`src/rtl/ldpc_3gpp_enc_out_sched_if.sv`:
```
// Bus between the encoder output sinks, the output scheduler and the downstream stream consumer.
// The master side drives the sink outputs and downstream ready; the slave side is the scheduler.
interface ldpc_3gpp_enc_out_sched_if #(
  parameter int pN_ENG = 4,
  parameter int pDAT_W = 8,
  parameter int pTAG_W = 4
);
  logic [pN_ENG-1:0]        ifull;
  logic [pN_ENG-1:0]        isop;
  logic [pN_ENG-1:0]        ieop;
  logic [pN_ENG-1:0]        ival;
  logic [pN_ENG*pDAT_W-1:0] idat;
  logic [pN_ENG*pTAG_W-1:0] itag;
  logic [pN_ENG-1:0]        oreq;
  logic                     ordy;
  logic                     oval;
  logic                     osop;
  logic                     oeop;
  logic [pDAT_W-1:0]        odat;
  logic [pTAG_W-1:0]        otag;

  modport master (
    output ifull, isop, ieop, ival, idat, itag, ordy,
    input  oreq, oval, osop, oeop, odat, otag
  );

  modport slave (
    input  ifull, isop, ieop, ival, idat, itag, ordy,
    output oreq, oval, osop, oeop, odat, otag
  );
endinterface

```
`src/rtl/ldpc_3gpp_enc_out_sched.sv`:
```
// Round-robin scheduler that drains whole codewords from pN_ENG encoder output sinks into one
// ready/valid stream, pacing sink reads with credits against a local output FIFO.
module ldpc_3gpp_enc_out_sched #(
  parameter int pN_ENG  = 4,
  parameter int pDAT_W  = 8,
  parameter int pTAG_W  = 4,
  parameter int pLAT    = 3,
  parameter int pFIFO_D = 8
) (
  input  logic                      iclk,
  input  logic                      ireset,
  input  logic                      iclkena,
  ldpc_3gpp_enc_out_sched_if.slave  bus,
  output logic [$clog2(pN_ENG)-1:0] ogrant,
  output logic                      obusy
);

  localparam int G_W = $clog2(pN_ENG);
  localparam int A_W = $clog2(pFIFO_D);
  localparam int W_W = 2 + pDAT_W + pTAG_W;
  localparam int C_W = A_W + 2;

  typedef enum logic [1:0] {IDLE, RUN, DRAIN} state_t;

  state_t             r_state, w_state_nxt;
  logic [G_W-1:0]     r_grant, r_rr_ptr;
  logic [G_W-1:0]     w_grant_nxt, w_rr_nxt, w_pick, w_cand;
  logic [G_W:0]       w_sum;
  logic               w_any, w_req, w_last, w_credit, w_push, w_pop;
  logic [pN_ENG-1:0]  w_oreq;
  logic [pLAT-1:0]    r_inflight_sr;
  logic [C_W-1:0]     w_inflight, w_used;
  logic [A_W:0]       r_wptr, r_rptr, w_count;
  logic [W_W-1:0]     r_mem [pFIFO_D];
  logic [W_W-1:0]     w_head;

  // Round-robin search; iterating from the far end lets the nearest ready engine win.
  always_comb begin
    w_any  = 1'b0;
    w_pick = r_rr_ptr;
    w_sum  = '0;
    w_cand = '0;
    for (int i = pN_ENG - 1; i >= 0; i--) begin
      w_sum = {1'b0, r_rr_ptr} + (G_W+1)'(i);
      if (w_sum >= (G_W+1)'(pN_ENG))
        w_sum = w_sum - (G_W+1)'(pN_ENG);
      w_cand = w_sum[G_W-1:0];
      if (bus.ifull[w_cand]) begin
        w_any  = 1'b1;
        w_pick = w_cand;
      end
    end
  end

  // Words requested but not yet landed in the FIFO still consume credit.
  always_comb begin
    w_inflight = '0;
    for (int i = 0; i < pLAT; i++)
      w_inflight = w_inflight + C_W'(r_inflight_sr[i]);
  end

  assign w_count  = r_wptr - r_rptr;
  assign w_used   = C_W'(w_count) + w_inflight;
  assign w_credit = (w_used < C_W'(pFIFO_D));

  always_comb begin
    w_state_nxt = r_state;
    w_grant_nxt = r_grant;
    w_rr_nxt    = r_rr_ptr;
    w_req       = 1'b0;
    w_last      = bus.ival[r_grant] & bus.ieop[r_grant];
    unique case (r_state)
      IDLE: begin
        if (w_any) begin
          w_grant_nxt = w_pick;
          w_state_nxt = RUN;
        end
      end
      RUN: begin
        w_req = bus.ifull[r_grant] & w_credit & iclkena;
        if (!bus.ifull[r_grant])
          w_state_nxt = w_last ? IDLE : DRAIN;
      end
      DRAIN: begin
        if (w_last)
          w_state_nxt = IDLE;
      end
      default: w_state_nxt = IDLE;
    endcase
    if ((r_state != IDLE) && (w_state_nxt == IDLE))
      w_rr_nxt = (r_grant == G_W'(pN_ENG - 1)) ? '0 : r_grant + 1'b1;
  end

  always_comb begin
    w_oreq          = '0;
    w_oreq[r_grant] = w_req;
  end

  assign w_push = (r_state != IDLE) & bus.ival[r_grant];
  assign w_pop  = bus.oval & bus.ordy;

  always_ff @(posedge iclk or posedge ireset) begin
    if (ireset) begin
      r_state       <= IDLE;
      r_grant       <= '0;
      r_rr_ptr      <= '0;
      r_inflight_sr <= '0;
      r_wptr        <= '0;
      r_rptr        <= '0;
    end else if (iclkena) begin
      r_state       <= w_state_nxt;
      r_grant       <= w_grant_nxt;
      r_rr_ptr      <= w_rr_nxt;
      r_inflight_sr <= pLAT'({r_inflight_sr, w_req});
      if (w_push)
        r_wptr <= r_wptr + 1'b1;
      if (w_pop)
        r_rptr <= r_rptr + 1'b1;
    end
  end

  // FIFO storage carries data only, so it is left out of reset.
  always_ff @(posedge iclk) begin
    if (iclkena && w_push)
      r_mem[r_wptr[A_W-1:0]] <= {bus.isop[r_grant], bus.ieop[r_grant],
                                 bus.idat[r_grant*pDAT_W +: pDAT_W],
                                 bus.itag[r_grant*pTAG_W +: pTAG_W]};
  end

  assign w_head   = r_mem[r_rptr[A_W-1:0]];
  assign bus.oval = (w_count != '0);
  assign bus.osop = bus.oval & w_head[W_W-1];
  assign bus.oeop = bus.oval & w_head[W_W-2];
  assign bus.odat = w_head[pTAG_W +: pDAT_W];
  assign bus.otag = w_head[pTAG_W-1:0];
  assign bus.oreq = w_oreq;
  assign ogrant   = r_grant;
  assign obusy    = (r_state != IDLE);

endmodule

```
`src/flat_wrapper.sv`:
```
// flat-port wrapper written by rule: the top's interface ports become plain ports
module ldpc_3gpp_enc_out_sched_flat 
#(
  parameter int pN_ENG  = 4,
  parameter int pDAT_W  = 8,
  parameter int pTAG_W  = 4,
  parameter int pLAT    = 3,
  parameter int pFIFO_D = 8
)
  (iclk, ireset, iclkena, ogrant, obusy, bus_ifull, bus_isop, bus_ieop, bus_ival, bus_idat, bus_itag, bus_ordy, bus_oreq, bus_oval, bus_osop, bus_oeop, bus_odat, bus_otag);
  ldpc_3gpp_enc_out_sched_if #(.pN_ENG(pN_ENG), .pDAT_W(pDAT_W), .pTAG_W(pTAG_W)) bus_i ();
  input  logic iclk;
  input  logic ireset;
  input  logic iclkena;
  output logic [$clog2(pN_ENG)-1:0] ogrant;
  output logic obusy;
  input wire logic [$bits(bus_i.ifull)-1:0] bus_ifull;
  input wire logic [$bits(bus_i.isop)-1:0] bus_isop;
  input wire logic [$bits(bus_i.ieop)-1:0] bus_ieop;
  input wire logic [$bits(bus_i.ival)-1:0] bus_ival;
  input wire logic [$bits(bus_i.idat)-1:0] bus_idat;
  input wire logic [$bits(bus_i.itag)-1:0] bus_itag;
  input wire logic [$bits(bus_i.ordy)-1:0] bus_ordy;
  output wire logic [$bits(bus_i.oreq)-1:0] bus_oreq;
  output wire logic [$bits(bus_i.oval)-1:0] bus_oval;
  output wire logic [$bits(bus_i.osop)-1:0] bus_osop;
  output wire logic [$bits(bus_i.oeop)-1:0] bus_oeop;
  output wire logic [$bits(bus_i.odat)-1:0] bus_odat;
  output wire logic [$bits(bus_i.otag)-1:0] bus_otag;
  assign bus_i.ifull = bus_ifull;
  assign bus_i.isop = bus_isop;
  assign bus_i.ieop = bus_ieop;
  assign bus_i.ival = bus_ival;
  assign bus_i.idat = bus_idat;
  assign bus_i.itag = bus_itag;
  assign bus_i.ordy = bus_ordy;
  assign bus_oreq = bus_i.oreq;
  assign bus_oval = bus_i.oval;
  assign bus_osop = bus_i.osop;
  assign bus_oeop = bus_i.oeop;
  assign bus_odat = bus_i.odat;
  assign bus_otag = bus_i.otag;
  ldpc_3gpp_enc_out_sched #(.pN_ENG(pN_ENG), .pDAT_W(pDAT_W), .pTAG_W(pTAG_W), .pLAT(pLAT), .pFIFO_D(pFIFO_D)) u_core (.iclk(iclk), .ireset(ireset), .iclkena(iclkena), .bus(bus_i), .ogrant(ogrant), .obusy(obusy));
endmodule
```
`config.mk`:
```
export PLATFORM = sky130hd
export DESIGN_NAME = ldpc_3gpp_enc_out_sched_flat
export DESIGN_NICKNAME = d
export VERILOG_FILES = /design/src/rtl/ldpc_3gpp_enc_out_sched_if.sv /design/src/rtl/ldpc_3gpp_enc_out_sched.sv /design/src/flat_wrapper.sv
export SDC_FILE = /design/constraint.sdc
export NUM_CORES = 1
export LEC_CHECK = 0
export CAP_MARGIN = 20
export CORE_ASPECT_RATIO = 2
export CORE_UTILIZATION = 56
export CTS_BUF_LIST = sky130_fd_sc_hd__clkbuf_4
export CTS_CLUSTER_SIZE = 40
export DETAILED_ROUTE_END_ITERATION = 10
export HOLD_SLACK_MARGIN = 0.02
export PLACE_DENSITY_LB_ADDON = 0.05
export SETUP_SLACK_MARGIN = 0.15
export SLEW_MARGIN = 30
export SYNTH_ARGS = -nofsm -noshare
export SYNTH_HDL_FRONTEND = slang
export SYNTH_SLANG_ARGS = --single-unit
```
`constraint.sdc`:
```
create_clock -name iclk -period 3.86 [get_ports iclk]
set_clock_uncertainty 0.2 [all_clocks]
set_input_delay 0.772 -clock iclk [delete_from_list [all_inputs] [get_ports iclk]]
set_output_delay 0.772 -clock iclk [all_outputs]
set_load 0.005 [all_outputs]
```
=== After elaboration in Yosys (flattened, before gate mapping) ===
Memory sizes are Yosys's and may differ from the RTL's.
Cells that the tools add are included.

* Flip-flop bits (word level): 17
* Latch bits: 0
* Memory bits (writable): 112
* Bits in read-only memories: 0
* Input bits: 68
* Output and inout port bits: 22
* Logic and storage cells: 95
* Memories kept: 1

* Add/sub/neg operators: 14
* Multiply operators: 0
* Div/mod/pow operators: 0
* $lt $le $gt $ge: 11
* Eq/ne operators: 3
* Shift operators: 2
* Multiplexer cells: 39
* Bitwise logic cells: 8
* Reduce and logical (&&, ||, !) cells: 11

{| class="wikitable"
|+ Memories
! name !! words !! width !! read ports !! clocked after Yosys merged registers in !! wr ports !! RTL line !! text
|-
| u_core.r_mem || 8 || 14 || 1 || 0 || 1 || ldpc_3gpp_enc_out_sched.sv:34 || <nowiki>logic [W_W-1:0] r_mem [pFIFO_D];</nowiki>
|}

{| class="wikitable"
|+ Operators with widths
! cell !! count
|-
| 32-bit by 6-bit variable part select with 8-bit output || 1
|-
| 2-bit two-way mux || 13
|-
| 1-bit binary-select mux with 2-bit select || 8
|-
| 1-bit two-way mux || 16
|-
| 16-bit by 5-bit variable part select with 4-bit output || 1
|-
| 2-bit by 3-bit less-than comparator with 1-bit output, second input constant || 5
|-
| 3-bit >= comparator, second input constant || 3
|-
| 4-bit by 1-bit adder with 4-bit output, second input constant || 2
|-
| 2-bit by 1-bit subtractor with 2-bit output, second input constant || 4
|-
| 1-bit AND || 7
|-
| 2-bit by 2-bit adder with 3-bit output, second input constant || 2
|-
| 2-bit case mux with 3 select lines || 1
|-
| 2-bit AND reduction || 3
|-
| 4-bit by 5-bit adder with 5-bit output || 1
|-
| 5-bit by 1-bit adder with 5-bit output || 1
|-
| 5-bit by 4-bit less-than comparator with 1-bit output, second input constant || 1
|-
| 4-bit AND || 1
|-
| 2-bit == test, second input constant || 2
|-
| 2-bit zero test || 2
|-
| 4-bit nonzero test || 1
|-
| 4-bit subtractor || 1
|-
| 2-bit by 1-bit adder with 3-bit output, second input constant || 1
|-
| 2-bit by 3-bit >= comparator with 1-bit output, second input constant || 1
|-
| 1-bit logical AND || 3
|-
| other kinds (7) || 7
|}

=== Logic depth before layout (Yosys ltp) ===
* Depth after elaboration: 14
* Gate-level depth with buffers: 9
* Mapped depth without buffers: 8

=== Worst setup path after synthesis ===
No wires, ideal clock.

* Path type: register to output
* Start point: register u_core.r_rptr[2]
* End point: output port bus_oreq[0]
* Data arrival time: 2.296 ns
* Required time: 2.888 ns
* Slack: 0.592 ns
* Cell stages (with the launch flop): 10
* Path buffers: 2
* Cells stage by stage: dfrtp_1 -> clkbuf_1 -> clkinv_1 -> clkbuf_1 -> ha_1 -> nor2b_1 -> a221oi_2 -> xnor2_1 -> o2111a_1 -> and2_1

* Cells in the longest elaborated chain, start to end: 7

{| class="wikitable"
|+ RTL lines
! element !! RTL line !! text
|-
| start: declaration || ldpc_3gpp_enc_out_sched.sv:33 || <nowiki>logic [A_W:0] r_wptr, r_rptr, w_count;</nowiki>
|-
| start signal: assignment || ldpc_3gpp_enc_out_sched.sv:118 || <nowiki>r_rptr <= r_rptr + 1'b1;</nowiki>
|-
| 4-bit subtractor || ldpc_3gpp_enc_out_sched.sv:62 || <nowiki>assign w_count = r_wptr - r_rptr;</nowiki>
|-
| 4-bit by 5-bit adder with 5-bit output || ldpc_3gpp_enc_out_sched.sv:63 || <nowiki>assign w_used = C_W'(w_count) + w_inflight;</nowiki>
|-
| 5-bit by 4-bit less-than comparator with 1-bit output || ldpc_3gpp_enc_out_sched.sv:64 || <nowiki>assign w_credit = (w_used < C_W'(pFIFO_D));</nowiki>
|-
| 1-bit AND (2 in a row) || ldpc_3gpp_enc_out_sched.sv:80 || <nowiki>w_req = bus.ifull[r_grant] & w_credit & iclkena;</nowiki>
|-
| 1-bit two-way mux || ldpc_3gpp_enc_out_sched.sv:72 || <nowiki>unique case (r_state)</nowiki>
|-
| 4-bit AND (no source line) || - ||
|-
| end: declaration || flat_wrapper.sv:24 || <nowiki>output wire logic [$bits(bus_i.oreq)-1:0] bus_oreq;</nowiki>
|}

No other way between the ends.

=== Worst setup path after layout ===
* Start point: register u_core.r_rptr[0]
* End point: output port bus_oreq[2]

The elaborated chain is that of the path after synthesis.

==> flow_summary_export.csv <==
group,metric,value,unit
run_status,status,"completed",
clock_network,h-tree-depth,4,
hold_path,hold_end,"u_core.r_rptr[3]",
yosys,yosysTopAreaCellShare,58.1,%
power,p_leak,2.67,nW
global_routing,grt_pass1_wl,18500,um
clock_network,tritoncts,"built",
drt,postRouteAntennaNets,0,
hold_path,hp-start,"u_core.r_rptr[3]",
critical_path,critPathArrivalTime,2.67,ns
yosys,syn_avg_cell_area,17.2,um2
timing,relSlewSlack,52.2,%
floorplan,io_pins,90,
clock_network,cts_buffers,17,
yosys,synth_seq_cells,129,
drt,routedWlPerCell,19.4,um
drt,vias_per_cell,5.65,
run,maxCapViolations,0,
critical_path,reg2reg_slack,1.30,ns
critical_path,regToRegEndpoint,"u_core.r_mem[2][12]",
place,port_buffers,89,
clock_network,clk_pin_slew,0.11,ns
power,ir_drop,630,uV
timing,tightest_slew,0.717,ns
drt,wl_met2,6510,um
timing,fmax,0.275,GHz
clock_network,cts_root_buf,"clkbuf_4",
yosys,ys_top_cells_by_area,"edfxtp_1 (58%), mux4_2 (15%), dfrtp_1 (7.3%)",
floorplan,die_x,73.9,um
drt,drc,0,
clock_network,clockBufferDepth,2,
critical_path,cp_max_fo,3,
place,globalplace.congestion,0.785,
floorplan,core_area,10100,um2
global_routing,grt_max_degree,32,
clock_network,clkSinkCount,129,
hold_path,whs_path_depth,1,
timing,rsz0062_at_grt,"true",
cells_and_area,syn_to_final_growth,26.6,%
drt,routed.top_layer,"met4",
timing,drv_slew,0,
global_routing,grt_overflow_total,0,
cells_and_area,design.final.nets,534,
cells_and_area,layoutNonFillerInstCount,602,
cells_and_area,fillers,651,
critical_path,reg2reg_depth,6,
floorplan,initial_core_util,57.4,%
global_routing,first_global_vias,3602,
yosys,syn-num-nets,417,
global_routing,antenna_found_initial,1,
place,dp.final_hpwl,7920,um
timing,tns,0,ns
critical_path,r2r_start,"u_core.ogrant[0]",
yosys,ys_seq_area_share,65.4,%
yosys,synth_warnings,0,
power,power_density,715,nW/um2
timing,setup_viol,0,
place,dp.cells,564,
timing,post-route-period-util,94.3,%
drt,wl,11700,um
drt,wl_met1,4350,um
critical_path,crit_path_end_kind,"primary output",
critical_path,worstSetupStartpointType,"flip-flop",
cells_and_area,drive_gt1_share,27.7,%
hold_path,worstHoldPathType,"reg -> reg",
timing,hold_violations,0,
drt,vias,3401,
drt,wl_met3,573,um
clock_network,worstSkewPairLatency,0.50,ns
floorplan,rows,52,
critical_path,cp.required,2.89,ns
yosys,syn_area,5790,um2
timing,finalCriticalPeriod,3.64,ns
floorplan,die_h,146,um
yosys,syn_inst,336,
power,p_total,5.24,mW
timing,holdWs,0.293,ns
drt,first_pass_iters,4,
floorplan,dieArea,10800,um2
yosys,yosysTopAreaCell,"edfxtp_1",
drt,drtIter0Drc,182,
yosys,synth_cell_types,41,
global_routing,track_usage,24.5,%
critical_path,path_class,"reg -> out",
==> area by class of cell <==
class,instances,area (um2),share of cell area (%)
multi-input cells,178,1940,26.5
well taps,135,169,2.30
repair buffers,113,1080,14.7
clock buffers,17,128,1.74
diodes,1,2.50,0.0341
flip-flops and latches,129,3790,51.7
clock inverters,15,168,2.29
inverters,14,52.6,0.717
==> worst max path at each step <==
stage,start,end,slack [ns],cells after the start
floorplan,u_core.r_rptr[2],bus_oreq[0],0.59,9
global route,u_core.r_rptr[0],bus_oreq[3],0.10,9
finish,u_core.r_rptr[0],bus_oreq[2],0.22,9
global placement,bus_ifull[2],bus_oreq[0],0.27,5
detailed placement,u_core.r_wptr[0],bus_oreq[2],0.19,9
CTS,u_core.r_rptr[0],bus_oreq[2],0.12,9
==> synthesized netlist by cell type (all sizes together) <==
master / n
nand4: 1
ha: 12
dfrtp: 17
and2: 6
fa: 1
a211oi: 2
o41ai: 1
o221ai: 1
o21ai: 7
nand3: 1
nor2: 11
nor4: 1
edfxtp: 112
clkinv: 1
or2: 1
a21oi: 6
nor2b: 3
inv: 13
mux2i: 1
a21o: 5
xor2: 4
mux2: 6
a221oi: 1
nor3: 4
mux4: 44
xnor2: 5
nand2: 50
nand2b: 1
clkbuf: 5
o2111a: 1
buf: 10
and3: 2
==> report_power, final <==
group | switching (mW) | internal, mW
Sequential | 0.114 | 1.88
Clock | 0.479 | 0.444
Combinational | 1.13 | 1.19
Total | 1.73 | 3.51
==> repair_timing <==
action | CTS | global route
hold buffers | 0 | 0
endpoints found under the hold margin | 0 | 0
resized for setup | 34 | 6
pin swaps | 8 | 5
buffers inserted | 4 | 1
setup endpoints to repair | 7 | 17
==> metal layers <==
layer  track usage, %  vias up
met1             28.8     1699
met3             5.26       23
li1                 -     1553
met4             9.90        0
met2             42.4      126
met5                0        -
==> cells by family after synthesis <==
logic type / after synthesis / share of synthesized area [%]
flip-flops: 129 / 65.4
AND/OR/NAND/NOR: 81 / 6.37
multiplexers: 51 / 18.9
buffers and inverters: 29 / 2.14
AO/OA/AOI/OAI: 24 / 2.85
adder cells (fa/ha/maj): 13 / 2.94
XOR/XNOR: 9 / 1.36
==> critical path, stage by stage (launching register included) <==
cell and delay (ns):
dfrtp_2 0.44, ha_4 0.17, fa_1 0.52, inv_1 0.05
ha_1 0.29, a21oi_2 0.12, o2111a_2 0.25, buf_6 0.11
and2_4 0.13, buf_6 0.08
==> flip-flops by register name (all words and copies together) (netlist names) <==
signal	flops
u_core.ogrant	2
u_core.r_inflight_sr	3
u_core.r_mem	112
u_core.r_wptr	4
u_core.r_state	2
u_core.r_rr_ptr	2
u_core.r_rptr	4
==> stage by stage <==
step / setup WS (ns) / cell area, um2 / util (%)
final: 0.220 / 7330 / 72.7
after global routing: 0.101 / 7330 / 72.7
after CTS: 0.122 / 7300 / 72.4
after detailed placement: 0.188 / 6930 / 68.7
after global placement: 0.269 / 6930 / 68.7
after floorplan: 0.592 / 5790 / -
==> placed cells by master (no fill, tap or decap), types with 4 or more instances in the layout <==
cell,Yosys,final
a21o_1,5,5
ha_1,12,11
nor2_1,9,9
mux4_2,39,39
clkbuf_4,0,17
dfrtp_1,17,14
buf_4,0,21
and2_4,1,5
buf_6,1,5
edfxtp_1,112,112
a21oi_1,6,4
clkinv_2,0,5
clkdlybuf4s50_1,0,83
inv_1,13,12
mux4_1,5,5
nand2_1,49,49
xnor2_1,5,4
o21ai_0,6,6
mux2_2,4,4
No activity file was read; power rests on OpenSTA's default activity.
